--- src/rtl/neopixel_cmd_ctrl.sv ---
// rtl/neopixel_cmd_ctrl.sv - debounced pushbutton command sequencer for the NeoPixel controller
// One command per debounced KEY0 press: select pixel/channel, write an intensity, or request a frame send.
module neopixel_cmd_ctrl #(
  parameter int DEBOUNCE_CYCLES = 50000,
  parameter int NUM_PIXELS      = 5
) (
  input  logic       clock,
  input  logic       reset,
  input  logic       syncedKEY0,
  input  logic [4:0] syncedSW,
  input  logic       ledBusy,
  output logic       wrEn,
  output logic [2:0] wrAddr,
  output logic [1:0] wrChannel,
  output logic [7:0] wrData,
  output logic       sendStart,
  output logic [2:0] curPixel,
  output logic [1:0] curChannel,
  output logic       cmdError
);

  localparam int CW = $clog2(DEBOUNCE_CYCLES + 1);
  localparam logic [CW-1:0] CNT_MAX = CW'(DEBOUNCE_CYCLES);
  localparam logic [3:0]    PIX_LIMIT = 4'(NUM_PIXELS);

  localparam logic [2:0] IDLE         = 3'd0;
  localparam logic [2:0] DB_PRESS     = 3'd1;
  localparam logic [2:0] EXECUTE      = 3'd2;
  localparam logic [2:0] WAIT_SEND    = 3'd3;
  localparam logic [2:0] WAIT_RELEASE = 3'd4;
  localparam logic [2:0] DB_RELEASE   = 3'd5;

  logic [2:0]    state;
  logic [CW-1:0] count;
  logic [1:0]    opcode;
  logic [2:0]    arg;

  assign opcode = syncedSW[4:3];
  assign arg    = syncedSW[2:0];

  always_ff @(posedge clock or posedge reset) begin
    if (reset) begin
      state      <= IDLE;
      count      <= '0;
      wrEn       <= 1'b0;
      wrAddr     <= '0;
      wrChannel  <= '0;
      wrData     <= '0;
      sendStart  <= 1'b0;
      curPixel   <= '0;
      curChannel <= '0;
      cmdError   <= 1'b0;
    end else begin
      wrEn      <= 1'b0;
      sendStart <= 1'b0;
      case (state)
        IDLE: begin
          if (!syncedKEY0) begin
            state <= DB_PRESS;
            count <= CW'(1);
          end
        end
        DB_PRESS: begin
          if (syncedKEY0) begin
            state <= IDLE;
            count <= '0;
          end else if (count == CNT_MAX) begin
            state <= EXECUTE;
            count <= '0;
          end else begin
            count <= count + 1'b1;
          end
        end
        EXECUTE: begin
          state <= WAIT_RELEASE;
          case (opcode)
            2'b00: begin
              if ({1'b0, arg} < PIX_LIMIT) begin
                curPixel <= arg;
                cmdError <= 1'b0;
              end else begin
                cmdError <= 1'b1;
              end
            end
            2'b01: begin
              if (arg[1:0] != 2'd3) begin
                curChannel <= arg[1:0];
                cmdError   <= 1'b0;
              end else begin
                cmdError <= 1'b1;
              end
            end
            2'b10: begin
              // Replicating the 3-bit argument spreads 0..7 evenly over 0x00..0xFF.
              wrEn      <= 1'b1;
              wrAddr    <= curPixel;
              wrChannel <= curChannel;
              wrData    <= {arg, arg, arg[2:1]};
              cmdError  <= 1'b0;
            end
            default: begin
              if (!ledBusy) begin
                sendStart <= 1'b1;
                cmdError  <= 1'b0;
              end else begin
                state <= WAIT_SEND;
              end
            end
          endcase
        end
        WAIT_SEND: begin
          if (!ledBusy) begin
            sendStart <= 1'b1;
            cmdError  <= 1'b0;
            state     <= WAIT_RELEASE;
          end
        end
        WAIT_RELEASE: begin
          if (syncedKEY0) begin
            state <= DB_RELEASE;
            count <= CW'(1);
          end
        end
        DB_RELEASE: begin
          if (!syncedKEY0) begin
            state <= WAIT_RELEASE;
            count <= '0;
          end else if (count == CNT_MAX) begin
            state <= IDLE;
            count <= '0;
          end else begin
            count <= count + 1'b1;
          end
        end
        default: begin
          state <= IDLE;
          count <= '0;
        end
      endcase
    end
  end

endmodule

--- config.mk ---
export PLATFORM = sky130hd
export DESIGN_NAME = neopixel_cmd_ctrl
export DESIGN_NICKNAME = d
export VERILOG_FILES = /design/src/rtl/neopixel_cmd_ctrl.sv
export SDC_FILE = /design/constraint.sdc
export NUM_CORES = 1
export LEC_CHECK = 0
export ABC_AREA = 1
export BUFFER_PORTS_ARGS = -buffer_cell sky130_fd_sc_hd__buf_2
export CAP_MARGIN = 20
export CELL_PAD_IN_SITES_DETAIL_PLACEMENT = 1
export CELL_PAD_IN_SITES_GLOBAL_PLACEMENT = 2
export CORE_UTILIZATION = 34
export CTS_CLUSTER_DIAMETER = 40
export DETAILED_ROUTE_END_ITERATION = 16
export PLACE_DENSITY_LB_ADDON = 0.15
export SLEW_MARGIN = 40
export SYNTH_ARGS = -nofsm -noshare
export SYNTH_HDL_FRONTEND = slang
export SYNTH_SLANG_ARGS = --single-unit
--- constraint.sdc ---
create_clock -name clock -period 3.2 [get_ports clock]
set_clock_uncertainty 0.1 [all_clocks]
set_input_delay 0.96 -clock clock [delete_from_list [all_inputs] [get_ports clock]]
set_output_delay 0.96 -clock clock [all_outputs]
set_load 0.1 [all_outputs]
Word-level counts from Yosys, hierarchy flattened. Cells that the tools add are included.

Bits in registers: 40. Output and inout bits: 21. Logic and storage cells: 63.

Add/subtract/negate cells: 1. Magnitude comparators: 1. Equal/unequal tests: 14. Muxes and demuxes: 26. Bitwise operators: 1. Reductions and logical operators: 10.

Operators by type and width (number): $mux W16 (5); $pmux W16 S5 (1); $mux W3 (9); $pmux W3 S6 (1); $add A16 B1 Y16 const B (1); $eq A16 B16 Y1 const B (1); $reduce_and A3 Y1 (3); $ne A2 B2 Y1 const B (4); $mux W1 (7); $eq A3 B2 Y1 const B (2); $eq A3 B3 Y1 const B (2); $ne A3 B3 Y1 const B (2); $reduce_and A5 Y1 (1); $pmux W1 S2 (2); $eq A3 B1 Y1 const B (1); $logic_not A3 Y1 (1); $lt A3 B3 Y1 const B (1); $pmux W1 S3 (1); $reduce_or A3 Y1 (1); $eq A2 B1 Y1 const B (1); $eq A2 B2 Y1 const B (1); $logic_not A2 Y1 (1); $reduce_and A2 Y1 (1); $reduce_bool A2 Y1 (1); other kinds (2) (2).

Logic depth before layout (Yosys ltp). Gate-level depths: netlist (run 1).

Word-level depth: 4. Gate-level depth with buffers: 10.

Worst setup path after synthesis (run 1). Ideal clock, no wire load.

Path type: reg-to-output. Start: register, netlist name wrData[6]. End: output wrData[3]. Arrival: 1.357 ns. Data required time: 2.140 ns. Slack: 0.783 ns. Cell stages (with the launch flop): 2. Path buffers: 1. Cell sequence: dfrtp_1 -> buf_4.

RTL lines: end, declared (line 15) `output logic [7:0] wrData,`.

Final worst setup path (run 1).
Start: register wrData[4]. End: output wrData[4].

RTL lines: start signal, assigned (line 98) `wrData <= {arg, arg, arg[2:1]};`.

No word-level cell between the ends.

==> results of run 1 <==
[sequential cells by signal, summed over array words and instances, names as in the netlist]
signal      flops
count          16
curPixel        3
wrChannel       2
wrEn            1
wrData          3
state           3
sendStart       1
wrAddr          3
cmdError        1
curChannel      2
[placed cells by master, fill, tap and decap left out]
master    synthesis  layout
a211oi_1          1       1
a21boi_0          1       1
a21oi_1           2       2
a21oi_2           1       1
a31oi_1           1       1
a32oi_1           1       1
buf_2             1      29
buf_4             5       1
clkbuf_8          0       6
clkinv_2          0       1
dfrtp_1          35      35
ha_1              2       2
inv_1            33      33
inv_2             2       2
inv_4             1       1
nand2_1          90      90
nand2_2           3       3
nand2_4           2       2
nand3_1          13      13
nand3_2           3       3
nand3_4           1       1
nand4_1           7       7
nor2_1           36      36
nor2_4            1       1
nor3_1            1       1
o211ai_1          1       1
o21ai_0          15      15
o21bai_1          1       1
o22ai_1           3       3
or2_2             1       1
xnor2_1           1       1
xor2_1            2       2
[layer usage]
layer | share of wire (%) | global-route usage, % | up-vias
li1 | - | - | 899
met1 | 51 | 27.2 | 834
met2 | 44 | 28.8 | 31
met3 | 3.7 | 3.49 | 7
met4 | 1.7 | 7.22 | 0
met5 | 0 | 0 | -
[path summary, 6_finish.rpt]
path | from | endpoint | slack, ps | cells after the start
worst max-delay path | wrData[4]$_DFFE_PP0P_ | wrData[4] | 1020 | 1
max in group asynchronous | reset | wrData[5]$_DFFE_PP0P_ | 2000 | 3
worst max register to register | count[0]$_DFFE_PP0P_ | count[8]$_DFFE_PP0P_ | 1390 | 8
worst min-delay path | wrAddr[1]$_DFFE_PP0P_ | wrAddr[1]$_DFFE_PP0P_ | 370 | 2
worst min register to register | wrAddr[1]$_DFFE_PP0P_ | wrAddr[1]$_DFFE_PP0P_ | 370 | 2
min in group asynchronous | reset | count[4]$_DFFE_PP0P_ | 670 | 3
[power by group through the flow]
| stage | logic (mW) | registers, mW | clock network [mW] |
|---|---|---|---|
| final | 1.43 | 0.653 | 0.332 |
| after global routing | 1.51 | 0.674 | 0.359 |
| after CTS | 1.44 | 0.657 | 0.342 |
| after detailed placement | 1.44 | 0.663 | 0 |
| after global placement | 1.42 | 0.658 | 0 |
| after floorplan | 0.669 | 1.23 | 0 |
[logic make-up after synthesis]
logic type	count (synthesis)	share of synthesized area [%]
buf+inv	43	9.72
simple gates	158	35.2
fa+ha+maj	2	1.27
xor+xnor	3	1.33
compound gates	27	8.01
flops	35	44.5
[Yosys cell counts (all sizes together)]
| library cell | count | area [um2] |
|---|---|---|
| inv | 36 | 138 |
| or2 | 1 | 6.26 |
| a32oi | 1 | 8.76 |
| nor2 | 37 | 146 |
| a21oi | 3 | 18.8 |
| o211ai | 1 | 7.51 |
| nor3 | 1 | 5.00 |
| a31oi | 1 | 6.26 |
| nand4 | 7 | 43.8 |
| a21boi | 1 | 7.51 |
| o22ai | 3 | 18.8 |
| buf | 7 | 53.8 |
| a211oi | 1 | 7.51 |
| xnor2 | 1 | 8.76 |
| dfrtp | 35 | 876 |
| xor2 | 2 | 17.5 |
| o21bai | 1 | 7.51 |
| o21ai | 15 | 75.1 |
| nand2 | 95 | 379 |
| nand3 | 17 | 113 |
| ha | 2 | 25.0 |
[worst min-delay path, cell delays in order (launching register included)]
cell and delay, ps:
dfrtp_1 340, nand2_1 50, nand2_1 50
[final cells by class]
cell class                      instances  area, um2  share of cell area (%)
Clock buffer                            6       82.6                    3.68
Clock inverter                          1       5.00                   0.223
Inverter                               36        138                    6.13
Multi-Input combinational cell        190        902                    40.2
Sequential cell                        35        876                    39.0
Tap cell                               72       90.1                    4.01
Timing Repair Buffer                   30        153                    6.80
[metrics by stage]
stage               cells  hold WS [ps]  setup slack, ps  area (um2)  power, mW
finish                370           373             1020        2250       2.41
global route          370           390              970        2250       2.54
CTS                   370           380              998        2250       2.44
detailed placement    363           361             1020        2160       2.10
global placement      363           354             1080        2160       2.08
floorplan             268           364              783        1970       1.90
==> flow_summary.toml, run 1 <==
[outcome]
outcome = "finished, final reports clean"

[placement]
globalplace.congestion = 0.784
portBuffers = 29
dpl.hpwl_um = 3940

[global_route]
grt_pass1_vias = 1789
grt_usage_pct = 19.1
antenna_found_initial = 0
grt_first_pass_wirelength_um = 8900
gr-total-overflow = 0
grt_max_degree = 36

[timing]
timing.final.crit_share_pct = 68.3
grt_setup_unrepaired = "no"
setup_viol = 0
tns_ps = 0
finalHoldViolCount = 0
post-route-min-period_ps = 2180
relSlewSlack_pct = 67.5
worst_pin_slew_ps = 492
slew_violations = 0
max_freq_mhz = 458

[routing]
drt_iter0_drc = 70
vias = 1771
first_pass_iters = 4
viasPerCell = 4.79
drc = 0
routedWlPerCell_um = 13.8
drt-total-wl_um = 5090
postRouteAntennaNets = 0

[floorplan]
dieArea_um2 = 6100
core_area_um2 = 5540
row_count = 27
initial_utilization_pct = 35.5
dieWidth_um = 78.1
die_h_um = 78.1
pin_count = 30

[power]
p_seq_share_pct = 27.1
p_switching_mw = 1.47
combPwrFrac_pct = 59.1
leakagePower_nw = 1.17
powerDensity_nw_per_um2 = 1070
intPower_uw = 941
power.share.clock_pct = 13.8
peakVddDrop_v = 0.000707
sw_frac_of_total_pct = 61.0

[setup_path]
required_ps = 2140
critPathArrivalTime_ps = 1120
slowest_delay_ps = 440
crit_type = "flip-flop to primary output"
cp_num_buf_inv = 1
cp_top_family = "buffers and inverters"
cp_slowest_cell = "buf_2"
worstPathCellList = "buf_2"
cp-start-kind = "flip-flop"
worstPathMaxFanout = 4
cp-end-kind = "primary output"

[cts]
cts_resized = 0
path_clk_slew_ps = 70
clock_path_buffers = 2
cts_sinks = 35
root_buffer = "clkbuf_8"
htreeDepth = 2
cts_buffers = 5
cts_tree = "yes"
worstSkewPairLatency_ps = 290
holdBufCountCts = 0
cts_setup_buffers = 0

[min_path]
hold_class = "flip-flop to flip-flop"

[layout]
layout-drive-gt1-share_pct = 17.4
final_util_pct = 40.5
final_nets = 309
fill_cells = 732
area_growth_syn_to_layout_pct = 14.0
diodes = 0

[yosys]
ys_seq_area_share_pct = 44.5
ys_warn_count = 0
synthesis.nets = 279
synthesis.instances = 268
syn_avg_cell_area_um2 = 7.35
synth_seq_cells = 35
netlist_area_um2 = 1970
synth_cell_types = 31

[flow_run]
maxCapViolCount = 0
(Power assumes the default switching activity.)
==> inputs of run 2 (changes only) <==
- CORE_UTILIZATION: 34 -> 29
- clock period: 3.2 -> 1.9 ns (I/O delays scaled with it)
==> flow_summary.toml, run 2 (synthesis results as in run 1) <==
[outcome]
outcome = "finished with violations"
violations = "DRC"

[setup_path]
path_depth = 1
cp_top_family = "buffers and inverters"
required_ps = 1230
crit_type = "flip-flop to primary output"
cp-start-kind = "flip-flop"
critPathArrivalTime_ps = 1110
rr_worst_depth = 8
worstPathMaxFanout = 4
cp-end-kind = "primary output"
cp_num_buf_inv = 1
reg2reg_from = "count[0]$_DFFE_PP0P_"
worstPathCellList = "buf_2"
cp-startpoint = "wrData[4]$_DFFE_PP0P_"
slowest_delay_ps = 430
cp_slowest_cell = "buf_2"

[routing]
postRouteAntennaNets = 0
first_pass_iters = 10
drc = 8
drt-total-wl_um = 5180
viasPerCell = 4.57
vias = 1741
routedWlPerCell_um = 13.6
drt_iter0_drc = 71

[cts]
clock_path_buffers = 2
cts_tree = "yes"
cts_resized = 0
root_buffer = "clkbuf_8"
worstSkewPairLatency_ps = 290
cts_setup_buffers = 0
cts_sinks = 35
holdBufCountCts = 0
htreeDepth = 2
cts_buffers = 5
path_clk_slew_ps = 80

[power]
combPwrFrac_pct = 59.5
peakVddDrop_v = 0.000861
total_power_mw = 4.06
leakagePower_nw = 1.19
sw_frac_of_total_pct = 61.2
power.share.clock_pct = 13.4
p_switching_mw = 2.49
powerDensity_nw_per_um2 = 1770
p_seq_share_pct = 27.2
intPower_mw = 1.58

[global_route]
grt_pass1_vias = 1854
grt_max_degree = 36
grt_first_pass_wirelength_um = 9070
gr-total-overflow = 0
antenna_found_initial = 0
grt_usage_pct = 16.3

[floorplan]
pin_count = 30
initial_utilization_pct = 30.5
row_count = 29
core_area_um2 = 6460
die_h_um = 84.4
dieArea_um2 = 7120
dieWidth_um = 84.4

[timing]
relSlewSlack_pct = 67.6
slew_violations = 0
tns_ps = 0
whs_ps = 282
finalHoldViolCount = 0
grt_setup_unrepaired = "no"
worst_pin_slew_ps = 489
timing.final.crit_share_pct = 93.5
max_freq_mhz = 563
post-route-min-period_ps = 1780
setup_viol = 0

[min_path]
hold_class = "primary input to asynchronous set/reset pin"

[layout]
final_common_cell = "nand2_1"
final_cell_mix = "nand2_1, nor2_1, inv_1, dfrtp_1, buf_2"
area_growth_syn_to_layout_pct = 16.3
final_nets = 314
largest_register_ffs = 16
regMostFlops = "count"
diodes = 0
layout-drive-gt1-share_pct = 19.7

[placement]
globalplace.congestion = 0.802
portBuffers = 29
dpl.hpwl_um = 4000

[flow_run]
maxCapViolCount = 0
-- run 2: layer usage --
metal	up-vias	global-route usage [%]	part of all wire, %
met5	-	0	0
met4	0	5.70	1.6
met3	7	2.95	2.4
met2	19	23.9	42
met1	808	23.9	54
li1	907	-	-
-- run 2: worst min-delay path: cells and delay by family --
family | cells | cell delay [ps]
buf+inv | 3 | 530
-- run 2: power groups by stage --
| stage | Sequential (mW) | Clock, mW | Combinational [mW] |
|---|---|---|---|
| 2_1_floorplan | 2.09 | 0 | 1.13 |
| 3_3_place_gp | 1.12 | 0 | 2.42 |
| 3_5_place_dp | 1.12 | 0 | 2.44 |
| 4_1_cts | 1.11 | 0.562 | 2.44 |
| 5_1_grt | 1.14 | 0.593 | 2.56 |
| 6_report | 1.10 | 0.543 | 2.42 |
-- run 2: layout make-up --
class	count	area, um2
multi-input cells	190	902
well taps	77	96.3
flip-flops and latches	35	880
inverters	36	138
clock inverters	2	12.5
repair buffers	35	190
fillers	850	4170
clock buffers	6	72.6
-- run 2: final timing paths --
| check | to | slack [ps] |
|---|---|---|
| max in group asynchronous | wrData[5]$_DFFE_PP0P_ | 1070 |
| max | wrData[1] | 120 |
| min in group clock | sendStart$_DFF_PP0_ | 370 |
| max reg2reg | count[8]$_DFFE_PP0P_ | 230 |
| min | count[4]$_DFFE_PP0P_ | 280 |
| min reg2reg | cmdError$_DFFE_PP0P_ | 370 |
-- run 2: stage by stage --
step	setup WS [ps]	cell area (um2)	cells	utilization, %
2_1_floorplan	174	1970	268	-
3_3_place_gp	166	2210	373	34.2
3_5_place_dp	116	2210	373	34.2
4_1_cts	107	2290	381	35.5
5_1_grt	17.5	2290	381	35.5
6_report	124	2290	381	35.5
